$ cat config.mk
export PLATFORM = sky130hd
export DESIGN_NAME = pi_client
export DESIGN_NICKNAME = d
export VERILOG_FILES = /design/src/rtl/pi_pkg.sv /design/src/rtl/pi_fifo.sv /design/src/rtl/pi_client.sv
export SDC_FILE = /design/constraint.sdc
export NUM_CORES = 1
export LEC_CHECK = 0
export ABC_AREA = 1
export CAP_MARGIN = 20
export CORE_UTILIZATION = 55
export DETAILED_ROUTE_END_ITERATION = 16
export PLACE_DENSITY = 0.79
export SLEW_MARGIN = 20
export SYNTH_ARGS = -nofsm -noshare
export SYNTH_HDL_FRONTEND = slang
export SYNTH_SLANG_ARGS = --single-unit
$ cat constraint.sdc
create_clock -name clk -period 3.3 [get_ports clk]
set_input_delay 0.66 -clock clk [delete_from_list [all_inputs] [get_ports clk]]
set_output_delay 0.66 -clock clk [all_outputs]
set_load 0.03 [all_outputs]
$ cat src/rtl/pi_pkg.sv
// Shared constants and packet-layout helpers for the pi-tree leaf client.
// A packet is {flag, addr, data}; the flag bit is always driven low by clients.
package pi_pkg;

  localparam int CNT_W = 16;

  function automatic int pkt_w(input int a_w, input int d_w);
    return a_w + d_w + 1;
  endfunction

  function automatic int addr_lsb(input int d_w);
    return d_w;
  endfunction

  function automatic int flag_bit(input int a_w, input int d_w);
    return a_w + d_w;
  endfunction

endpackage

$ cat src/rtl/pi_fifo.sv
// Synchronous FIFO with registered count and full/empty flags.
// A pop on an empty FIFO is ignored, so a push into an empty FIFO is never bypassed.
module pi_fifo #(
  parameter int W     = 8,
  parameter int DEPTH = 4
) (
  input  logic         clk,
  input  logic         rst,
  input  logic         i_push,
  input  logic [W-1:0] i_data,
  input  logic         i_pop,
  output logic [W-1:0] o_data,
  output logic         o_full,
  output logic         o_empty
);

  localparam int PTR_W = $clog2(DEPTH);
  localparam int CNT_W = $clog2(DEPTH + 1);

  logic [W-1:0]     r_mem [DEPTH];
  logic [PTR_W-1:0] r_wr_ptr;
  logic [PTR_W-1:0] r_rd_ptr;
  logic [CNT_W-1:0] r_count;
  logic             r_full;
  logic             r_empty;

  logic             w_push;
  logic             w_pop;
  logic [CNT_W-1:0] w_count_nxt;

  assign w_push = i_push & ~r_full;
  assign w_pop  = i_pop & ~r_empty;

  // NOTE: every signal written in always_comb gets a default first, so no path leaves it unassigned and no latch is inferred.
  always_comb begin
    w_count_nxt = r_count;
    if (w_push && !w_pop) begin
      w_count_nxt = r_count + 1'b1;
    end else if (w_pop && !w_push) begin
      w_count_nxt = r_count - 1'b1;
    end
  end

  // NOTE: sequential state uses non-blocking assignments so every flop samples pre-edge values regardless of statement order.
  always_ff @(posedge clk) begin
    if (!rst) begin
      r_wr_ptr <= '0;
      r_rd_ptr <= '0;
      r_count  <= '0;
      r_full   <= 1'b0;
      r_empty  <= 1'b1;
    end else begin
      if (w_push) begin
        r_wr_ptr <= r_wr_ptr + 1'b1;
      end
      if (w_pop) begin
        r_rd_ptr <= r_rd_ptr + 1'b1;
      end
      r_count <= w_count_nxt;
      r_full  <= (w_count_nxt == CNT_W'(DEPTH));
      r_empty <= (w_count_nxt == '0);
    end
  end

  // NOTE: storage is deliberately not reset; the pointers and count alone define which entries are valid.
  always_ff @(posedge clk) begin
    if (w_push) begin
      r_mem[r_wr_ptr] <= i_data;
    end
  end

  assign o_data  = r_mem[r_rd_ptr];
  assign o_full  = r_full;
  assign o_empty = r_empty;

endmodule

$ cat src/rtl/pi_client.sv
// Leaf endpoint of the backpressured pi-tree NoC: buffered TX into a switch input,
// buffered RX from a switch output, plus transfer counters, misroute flag and idle.
module pi_client
  import pi_pkg::*;
#(
  parameter int N     = 4,
  parameter int A_W   = $clog2(N) + 1,
  parameter int D_W   = 32,
  parameter int posx  = 0,
  parameter int DEPTH = 4
) (
  input  logic                        clk,
  input  logic                        rst,
  input  logic                        tx_valid,
  output logic                        tx_ready,
  input  logic [A_W-1:0]              tx_addr,
  input  logic [D_W-1:0]              tx_data,
  output logic [pkt_w(A_W, D_W)-1:0]  net_o,
  output logic                        net_o_v,
  input  logic                        net_o_bp,
  input  logic [pkt_w(A_W, D_W)-1:0]  net_i,
  input  logic                        net_i_v,
  output logic                        net_i_bp,
  output logic                        rx_valid,
  input  logic                        rx_ready,
  output logic [A_W-1:0]              rx_addr,
  output logic [D_W-1:0]              rx_data,
  output logic [CNT_W-1:0]            tx_cnt,
  output logic [CNT_W-1:0]            rx_cnt,
  output logic                        misroute,
  output logic                        idle
);

  localparam int PKT_W    = pkt_w(A_W, D_W);
  localparam int ADDR_LSB = addr_lsb(D_W);
  localparam int FLAG_BIT = flag_bit(A_W, D_W);
  localparam int FIFO_W   = A_W + D_W;

  logic [PKT_W-1:0]  r_net_o;
  logic              r_net_o_v;
  logic [CNT_W-1:0]  r_tx_cnt;
  logic [CNT_W-1:0]  r_rx_cnt;
  logic              r_misroute;
  logic              r_idle;

  logic [FIFO_W-1:0] w_tx_head;
  logic              w_tx_full;
  logic              w_tx_empty;
  logic              w_tx_load;
  logic              w_tx_pop;
  logic              w_tx_xfer;

  logic [FIFO_W-1:0] w_rx_head;
  logic              w_rx_full;
  logic              w_rx_empty;
  logic              w_rx_acc;
  logic [A_W-1:0]    w_rx_in_addr;
  logic              w_unused_flag;

  // ---------------------------------------------------------------- TX path
  pi_fifo #(
    .W     (FIFO_W),
    .DEPTH (DEPTH)
  ) u_tx_fifo (
    .clk     (clk),
    .rst     (rst),
    .i_push  (tx_valid),
    .i_data  ({tx_addr, tx_data}),
    .i_pop   (w_tx_pop),
    .o_data  (w_tx_head),
    .o_full  (w_tx_full),
    .o_empty (w_tx_empty)
  );

  // The output register refills whenever its word is leaving or it holds nothing,
  // which keeps a full-rate stream while the switch is not pushing back.
  assign w_tx_load = ~(r_net_o_v & net_o_bp);
  assign w_tx_pop  = w_tx_load & ~w_tx_empty;
  assign w_tx_xfer = r_net_o_v & ~net_o_bp;

  // ---------------------------------------------------------------- RX path
  assign w_rx_acc      = net_i_v & ~w_rx_full;
  assign w_rx_in_addr  = net_i[ADDR_LSB +: A_W];
  assign w_unused_flag = net_i[FLAG_BIT];

  pi_fifo #(
    .W     (FIFO_W),
    .DEPTH (DEPTH)
  ) u_rx_fifo (
    .clk     (clk),
    .rst     (rst),
    .i_push  (w_rx_acc),
    .i_data  (net_i[FIFO_W-1:0]),
    .i_pop   (rx_ready),
    .o_data  (w_rx_head),
    .o_full  (w_rx_full),
    .o_empty (w_rx_empty)
  );

  // ------------------------------------------------- output register, stats
  always_ff @(posedge clk) begin
    if (!rst) begin
      r_net_o    <= '0;
      r_net_o_v  <= 1'b0;
      r_tx_cnt   <= '0;
      r_rx_cnt   <= '0;
      r_misroute <= 1'b0;
      r_idle     <= 1'b1;
    end else begin
      if (w_tx_load) begin
        r_net_o_v <= ~w_tx_empty;
        if (!w_tx_empty) begin
          r_net_o <= {1'b0, w_tx_head};
        end
      end
      if (w_tx_xfer) begin
        r_tx_cnt <= r_tx_cnt + 1'b1;
      end
      if (w_rx_acc) begin
        r_rx_cnt <= r_rx_cnt + 1'b1;
        if (w_rx_in_addr != A_W'(posx)) begin
          r_misroute <= 1'b1;
        end
      end
      r_idle <= w_tx_empty & w_rx_empty & ~r_net_o_v & ~net_i_v;
    end
  end

  assign tx_ready = ~w_tx_full;
  assign net_o    = r_net_o;
  assign net_o_v  = r_net_o_v;
  assign net_i_bp = w_rx_full;
  assign rx_valid = ~w_rx_empty;
  assign rx_addr  = w_rx_head[ADDR_LSB +: A_W];
  assign rx_data  = w_rx_head[D_W-1:0];
  assign tx_cnt   = r_tx_cnt;
  assign rx_cnt   = r_rx_cnt;
  assign misroute = r_misroute;
  assign idle     = r_idle;

endmodule

Yosys cells after proc, flatten, opt, wreduce, memory -nomap -nowiden
Memory sizes are Yosys's and may differ from the RTL's. A register that Yosys moved wholly into a read port is not among the register bits. Index checks and enable logic that the tools add are counted.

Memories kept: 2. Word-level logic and storage cells: 72. Flip-flop bits (word level): 53. Input bits: 77. Memory bits (writable): 280.

Memory list: u_rx_fifo.r_mem (words 4, bits a word 35, rd ports 1, clocked after Yosys merged registers in 1, write ports 1, RTL line pi_fifo.sv:20) `logic [W-1:0] r_mem [DEPTH];`; u_tx_fifo.r_mem (words 4, bits a word 35, rd ports 1, clocked after Yosys merged registers in 1, write ports 1, RTL line pi_fifo.sv:20).

Add/sub/neg operators: 10. Reduce and logical (&&, ||, !) cells: 14. Equality and inequality tests: 2. Bitwise gates (word level): 19. Multiplexer cells: 10.

Operators by type and width (count): adder 16 x 1 -> 16 bit, second input constant (2); 2-to-1 mux 3 bit (4); AND 1 bit (11); adder 2 x 1 -> 2 bit, second input constant (4); inverter 1 bit (8); adder 3 x 1 -> 3 bit, second input constant (2); equality test 3 bit, second input constant (2); logical NOT 3 bit (2); subtractor 3 x 1 -> 3 bit, second input constant (2); logical NOT 1 bit (5); logical AND 1 bit (4); 2-to-1 mux 1 bit (4); 2-to-1 mux 2 bit (2); AND reduction 2 bit (2); nonzero test 3 bit (1).

Longest topological paths before layout
Gate-level depths: netlist of the first run.

Depth after elaboration: 8. Depth in mapped cells: 9. Gate-level depth less buffers: 9.

Cells and area by module
Synthesis of the first run repeated with hierarchy kept, for this count alone.

Cell total of the unflattened synthesis: 1240. Area, all modules: 14495.2 µm².

Modules (own cells, without submodules): pi_fifo (area each 5751.8 µm², seq. area each 4424.2 µm², times used 2, cells an instance 416); pi_client (area each 2991.6 µm², seq. area each 1401.3 µm², times used 1, cells an instance 408).

Worst setup path after synthesis of the first run
OpenSTA, ideal clock, no wires.

Kind: input -> register. Start: input net_i_v. End: memory u_rx_fifo.r_mem[0][0] (netlist bit), enable pin. Cell stages on the path: 3. Required time: 2873 ps. Slack: 483 ps. Data arrival time: 2390 ps. Setup time: 427 ps. Cell sequence: nand2_1 -> clkbuf_1 -> nor2_1.

Word-level cells in the longest chain between the ends: 4.

Ends and longest elaborated chain: from (decl) (RTL line pi_client.sv:22) `input logic net_i_v,`; AND 1 bit (RTL line pi_client.sv:82) `assign w_rx_acc = net_i_v & ~w_rx_full;`; AND 1 bit (RTL line pi_fifo.sv:31) `assign w_push = i_push & ~r_full;`; 2-to-1 mux 1 bit (RTL line pi_fifo.sv:67) `if (w_push) begin`; 2-to-1 mux 1 bit (implied by the code) (RTL line pi_fifo.sv:68) `r_mem[r_wr_ptr] <= i_data;`; to (decl) (RTL line pi_fifo.sv:20).

No other way between the ends.

==> flow_summary.json, run 1 <==
{
  "numCtsBuffers": 38,
  "fin_area_sq_um": 17980,
  "maxCapViolations": 0,
  "yosys.area.top_type_share": 0.5837,
  "crit_arrival_ns": 2.47,
  "path_class": "reg -> out",
  "hpwl_mm": 18.14,
  "drt_iter0_markers": 711,
  "grt_max_degree": 71,
  "synth.most_common_cell": "edfxtp_1",
  "cp_max_fo": 14,
  "crit_family": "buffers and inverters",
  "cp_num_buf_inv": 3,
  "synth_top_cell_by_area": "edfxtp_1",
  "finalSetupViolCount": 0,
  "power_density_nw_per_um2": 756.8,
  "hold_buffers": 0,
  "synth-edff-count": 280,
  "startpoint_type": "flip-flop",
  "status": "finished clean",
  "reg2reg_slack_ns": 1.40,
  "clock_latency_ns": 0.51,
  "instances_no_fill": 1804,
  "antenna_found_initial": 1,
  "cts_root_buf": "clkbuf_16",
  "grt_overflow_total": 0,
  "hold_viol_final": 0,
  "dpl-instance-area_sq_um": 16670,
  "multi_input_area_sq_um": 3457,
  "maxSlewHeadroom": 0.3822,
  "async_reset_ff_frac": 0,
  "rsz0062_at_grt": "false",
  "cts.sinks": 370,
  "synth_cell_types": 37,
  "min_path_type": "reg -> reg",
  "dr.pass1.iters": 6,
  "ys.flop_type": "edfxtp_1",
  "synth-seq-area-share": 0.7088,
  "hold_path_startpoint": "u_tx_fifo.o_empty",
  "end_kind": "output pin",
  "postRouteAntennaNets": 0,
  "synth_nets": 1350,
  "syn_area_sq_um": 14400,
  "finalWorstPathRequiredPeriod_ns": 3.128,
  "synth_seq_cells": 370,
  "grt_pass1_vias": 9322,
  "netlist_instances": 1259,
  "synth_area_leaders": "edfxtp_1 (58%), dfxtp_1 (13%), o21ai_0 (6.2%), nor2_1 (5.2%), inv_1 (3.5%)",
  "r2r_end": "net_o[23]",
  "die_w_microns": 163.8,
  "tightest_slew_ns": 0.9257,
  "hold_slack_ns": 0.4397,
  "max_stage_delay_ns": 0.72,
  "boundaryPins": 186,
  "seqCellArea_sq_um": 10210,
  "rows": 58,
  "initial_core_util": 0.5671,
  "drc": 0,
  "vias_per_cell": 5.409,
  "whs_endpoint": "net_o_v",
  "clkSlewWorstSetupHoldPaths_ns": 0.06,
  "place_inst": 1734,
  "vias": 9758,
  "slowest_stage": "clkdlybuf4s50_1",
  "period_share": 0.9480,
  "slew_viol_final": 0,
  "syn_area_per_cell_sq_um": 11.44,
  "fin_skew_ns": 0.01111,
  "dieArea_sq_um": 26840,
  "crit_required_ns": 2.64,
  "htreeDepth": 2,
  "gp_congestion": 0.8198,
  "p_leak_nw": 6.528,
  "reg2regPathDepth": 6,
  "clockBufferDepth": 3,
  "max_freq_mhz": 319.7,
  "cts_tree": "done",
  "finalSetupTns_ns": 0,
  "final_layout_size_suffix_gt1_frac": 0.07807,
  "fp.coreArea_sq_um": 25400,
  "fillers": 1702,
  "hold_path_depth": 1,
  "nNetsFinal": 1535,
  "r2r_start": "u_tx_fifo.r_rd_ptr[0]",
  "synth.top_cells.by_count": "edfxtp_1 (280), nor2_1 (199), o21ai_0 (177)",
  "ir_drop_mv": 0.5362,
  "wl_mm": 30.16,
  "ys_warn_count": 0,
  "crit_chain": "inv_1 > buf_4 > o21ai_0 > o22ai_1 > clkdlybuf4s50_1",
  "die_h_microns": 163.8,
  "wl_per_cell_microns": 16.72,
  "area_delta_synth_final_pct": 24.80,
  "io_buffers": 183,
  "track_usage": 0.2237,
  "grt_pass1_wl_mm": 46.94
}
## where the power goes
part	total, mW	switching [mW]	internal (mW)
registers	5.75	0.216	5.54
clock network	4.35	1.70	2.65
logic	3.50	2.27	1.23
## worst register-to-register path: stages (launching register included)
cell and delay [ns]:
dfxtp_2 0.32, inv_2 0.52, buf_4 0.45, o21ai_0 0.15, o22ai_1 0.23, o21ai_0 0.11
inv_1 0.07
## logic make-up (layout without fill, tap and decap cells)
logic type / after synthesis / count (layout) / synth area share
DFF: 370 / 370 / 0.7088
and+or+nand+nor: 328 / 328 / 0.09468
buffers and inverters: 202 / 416 / 0.05533
AOI/OAI and AO/OA: 339 / 339 / 0.1257
other: 1 / 2 / 0.0002603
adders and majority gates: 14 / 14 / 0.01216
xor gates and xnor gates: 5 / 5 / 0.003041
## sequential cells by signal, indices dropped and copies added, names as in the netlist, named ones only
| name | count |
|---|---|
| idle | 1 |
| misroute | 1 |
| net_o | 35 |
| net_o_v | 1 |
| rx_cnt | 16 |
| tx_cnt | 16 |
| u_rx_fifo.o_empty | 1 |
| u_rx_fifo.o_full | 1 |
| u_rx_fifo.r_count | 3 |
| u_rx_fifo.r_mem | 140 |
| u_rx_fifo.r_rd_ptr | 2 |
| u_rx_fifo.r_wr_ptr | 2 |
| u_tx_fifo.o_empty | 1 |
| u_tx_fifo.o_full | 1 |
| u_tx_fifo.r_count | 3 |
| u_tx_fifo.r_mem | 140 |
| u_tx_fifo.r_rd_ptr | 2 |
| u_tx_fifo.r_wr_ptr | 2 |
## placed cells by master, fill, tap and decap left out, types with 2 or more instances in the layout
cell | netlist | layout
nor2_4 | 3 | 11
clkbuf_1 | 45 | 7
ha_1 | 14 | 14
clkbuf_16 | 0 | 41
nand4_1 | 5 | 5
clkinv_1 | 2 | 3
dfxtp_1 | 90 | 88
nor3_1 | 4 | 4
a21oi_1 | 62 | 62
nor2_2 | 4 | 4
nor3_2 | 2 | 2
o22ai_1 | 70 | 70
xnor2_1 | 2 | 2
buf_12 | 0 | 4
inv_1 | 135 | 135
nor3b_1 | 4 | 4
inv_2 | 3 | 3
nand2_1 | 76 | 76
clkbuf_8 | 0 | 3
o21ai_0 | 177 | 177
clkdlybuf4s50_1 | 0 | 183
clkinvlp_4 | 0 | 4
o21bai_1 | 4 | 4
bufinv_16 | 0 | 4
o21ai_1 | 20 | 20
nand2_2 | 5 | 5
xor2_1 | 3 | 3
nor2_1 | 199 | 191
clkinv_2 | 0 | 7
edfxtp_1 | 280 | 280
dfxtp_2 | 0 | 2
buf_4 | 2 | 19
nand3_1 | 23 | 23
## metrics by stage
stage / setup WS [ns] / util / power (mW)
6_report: 0.1717 / 0.7077 / 13.61
3_5_place_dp: 0.5219 / 0.6563 / 9.335
4_1_cts: 0.01600 / 0.7075 / 13.70
3_3_place_gp: 0.5469 / 0.6563 / 9.235
2_1_floorplan: 0.4826 / - / 8.054
5_1_grt: 0.02808 / 0.7076 / 14.21
## repair_timing
item	in CTS	in global routing
buffers inserted	0	0
setup endpoints to repair	8	7
gates resized for setup	1	1
gates cloned	0	0
## area by class of cell
type                       count  share of cell area
antenna                        1           0.0001392
inverter                     140             0.02930
sequential                   370              0.5681
timing repair buffer         207              0.1149
tap                          330             0.02297
clock buffer                  51             0.06083
clock inverter                18             0.01142
multi-input combinational    687              0.1923
## layer usage
metal | global-route usage | vias to the layer above | part of all wire
li1 | - | 4754 | -
met1 | 0.2820 | 4654 | 0.41
met2 | 0.3808 | 292 | 0.49
met3 | 0.04924 | 56 | 0.073
met4 | 0.07870 | 2 | 0.020
met5 | 0 | - | 0.00040
## how the worst max path moves through the flow
| stage | start | endpoint | slack, ns | depth (start not counted) |
|---|---|---|---|---|
| 2_1_floorplan | net_i_v | u_rx_fifo.r_mem[0][0] | 0.48 | 3 |
| 6_report | flip-flop | rx_data[5] | 0.17 | 5 |
| 5_1_grt | flip-flop | rx_data[5] | 0.03 | 5 |
| 3_5_place_dp | flip-flop | rx_data[26] | 0.52 | 5 |
| 3_3_place_gp | flip-flop | rx_data[8] | 0.55 | 5 |
| 4_1_cts | flip-flop | rx_data[5] | 0.02 | 4 |
Note: power is estimated with default switching activity, not from simulation.
==> inputs of run 2 (changes only) <==
--- a/config.mk
+++ b/config.mk
@@ -7,9 +7,10 @@
 export LEC_CHECK = 0
 export ABC_AREA = 1
 export CAP_MARGIN = 20
-export CORE_UTILIZATION = 55
+export CORE_UTILIZATION = 57
+export CTS_BUF_LIST = sky130_fd_sc_hd__clkbuf_8
 export DETAILED_ROUTE_END_ITERATION = 16
-export PLACE_DENSITY = 0.79
+export PLACE_DENSITY = 0.82
 export SLEW_MARGIN = 20
 export SYNTH_ARGS = -nofsm -noshare
 export SYNTH_HDL_FRONTEND = slang
==> run 2 against run 1 <==
- count of clock-buffer cells in the layout rose by 12
- sequential cell count did not move
- hold slack improved by 0.0097 ns
- largest cell class unchanged
- register-to-register slack got worse by 0.15 ns
- worst setup slack improved by 0.15 ns
- via count rose by 1.1%
- non-clock buffer count fell by 4
==> flow_summary.json, run 2 (synthesis results as in run 1) <==
{
  "path_class": "reg -> out",
  "vias": 9863,
  "tightest_slew_ns": 0.9002,
  "cts.sinks": 370,
  "cts_resized": 0,
  "cp_max_fo": 70,
  "die_w_microns": 161.0,
  "drc": 0,
  "finalSetupTns_ns": 0,
  "maxCapViolations": 0,
  "boundaryPins": 186,
  "nNetsFinal": 1550,
  "antenna_found_initial": 1,
  "hold_slack_ns": 0.4494,
  "vias_per_cell": 5.390,
  "die_h_microns": 161.0,
  "wl_mm": 30.83,
  "crit_required_ns": 2.64,
  "cts_root_buf": "clkbuf_8",
  "hold_buffers": 0,
  "fillers": 1631,
  "dr.pass1.iters": 5,
  "gp_congestion": 0.8087,
  "status": "finished clean",
  "fin_area_sq_um": 17810,
  "final_cell_mix": "edfxtp_1 (280), nor2_1 (191), clkdlybuf4s50_1 (179)",
  "rows": 57,
  "grt_pass1_vias": 9632,
  "max_freq_mhz": 335.3,
  "crit_arrival_ns": 2.32,
  "grt_overflow_total": 0,
  "final_layout_size_suffix_gt1_frac": 0.08632,
  "area_delta_synth_final_pct": 23.66,
  "power_mw": 12.99,
  "power_density_nw_per_um2": 729.1,
  "htreeDepth": 2,
  "p_leak_nw": 6.558,
  "fp.coreArea_sq_um": 24530,
  "grt_pass1_wl_mm": 48.04,
  "track_usage": 0.2356,
  "rsz0062_at_grt": "false",
  "ir_drop_mv": 0.5505,
  "dieArea_sq_um": 25910,
  "finalSetupViolCount": 0,
  "dpl-instance-area_sq_um": 16670,
  "cts_setup_buffers": 0,
  "hpwl_mm": 18.41,
  "io_buffers": 183,
  "clkSlewWorstSetupHoldPaths_ns": 0.06,
  "multi_input_area_sq_um": 3457,
  "seqCellArea_sq_um": 10210,
  "final_common_cell": "edfxtp_1",
  "cts_tree": "done",
  "drt_iter0_markers": 725,
  "grt_max_degree": 75,
  "slew_viol_final": 0,
  "fin_skew_ns": 0.02507,
  "maxSlewHeadroom": 0.3992,
  "min_path_type": "reg -> reg",
  "end_kind": "output pin",
  "clock_latency_ns": 0.60,
  "startpoint_type": "flip-flop",
  "wl_per_cell_microns": 16.85,
  "postRouteAntennaNets": 0,
  "antenna_cells": 0,
  "hold_viol_final": 0,
  "clockBufferDepth": 3,
  "numCtsBuffers": 57,
  "finalWorstPathRequiredPeriod_ns": 2.983,
  "initial_core_util": 0.5871,
  "period_share": 0.9038
}
-- run 2: cell count changes in the layout (fill, tap and decap cells not counted), moves of 3 or more --
| cell | before | now |
|---|---|---|
| clkbuf_1 | 7 | 0 |
| clkbuf_16 | 41 | 0 |
| clkbuf_8 | 3 | 63 |
| clkinvlp_4 | 4 | 0 |
| inv_8 | 0 | 3 |
| buf_4 | 19 | 16 |
| clkdlybuf4s50_1 | 183 | 179 |
| buf_12 | 4 | 8 |
| inv_1 | 135 | 154 |
| clkinv_1 | 3 | 13 |
-- run 2: worst paths after layout --
check,from,to,slack (ns),cells after the start
max,flip-flop,rx_data[8],0.32,5
min,u_tx_fifo.o_empty,net_o_v,0.45,1
max reg2reg,u_tx_fifo.r_rd_ptr[0],net_o[14],1.25,5
min reg2reg,u_tx_fifo.o_empty,net_o_v,0.45,1
-- run 2: cell type report --
type,instances,area share
Inverter,140,0.02957
Sequential cell,370,0.5733
Clock buffer,63,0.04868
Multi-Input combinational cell,687,0.1941
Timing Repair Buffer,203,0.1163
Clock inverter,43,0.01524
Tap cell,324,0.02276
-- run 2: worst max-delay path, cell delays in order, from the launching register on --
cell	delay, ns
dfxtp_2	0.33
clkinv_1	0.07
buf_12	0.26
o21ai_0	0.14
o22ai_1	0.14
clkdlybuf4s50_1	0.76
-- run 2: routing by layer --
| metal | track usage | share of wire | vias to the layer above |
|---|---|---|---|
| met1 | 0.2783 | 0.41 | 4732 |
| met3 | 0.05527 | 0.070 | 35 |
| li1 | - | - | 4790 |
| met4 | 0.07033 | 0.013 | 2 |
| met5 | 0 | 0.00042 | - |
| met2 | 0.4254 | 0.51 | 304 |
-- run 2: report_power, final --
group	leakage (nW)	switching (mW)	internal (mW)
Combinational	2.59	2.28	1.24
Sequential	3.31	0.218	5.54
Clock	0.659	1.71	2.00
-- run 2: through the flow --
step | utilization | setup WS, ns | std cells
floorplan | - | 0.4826 | 1259
global placement | 0.6796 | 0.8186 | 1724
detailed placement | 0.6796 | 0.7451 | 1724
CTS | 0.7260 | 0.2879 | 1830
global route | 0.7260 | 0.2258 | 1830
finish | 0.7260 | 0.3175 | 1830
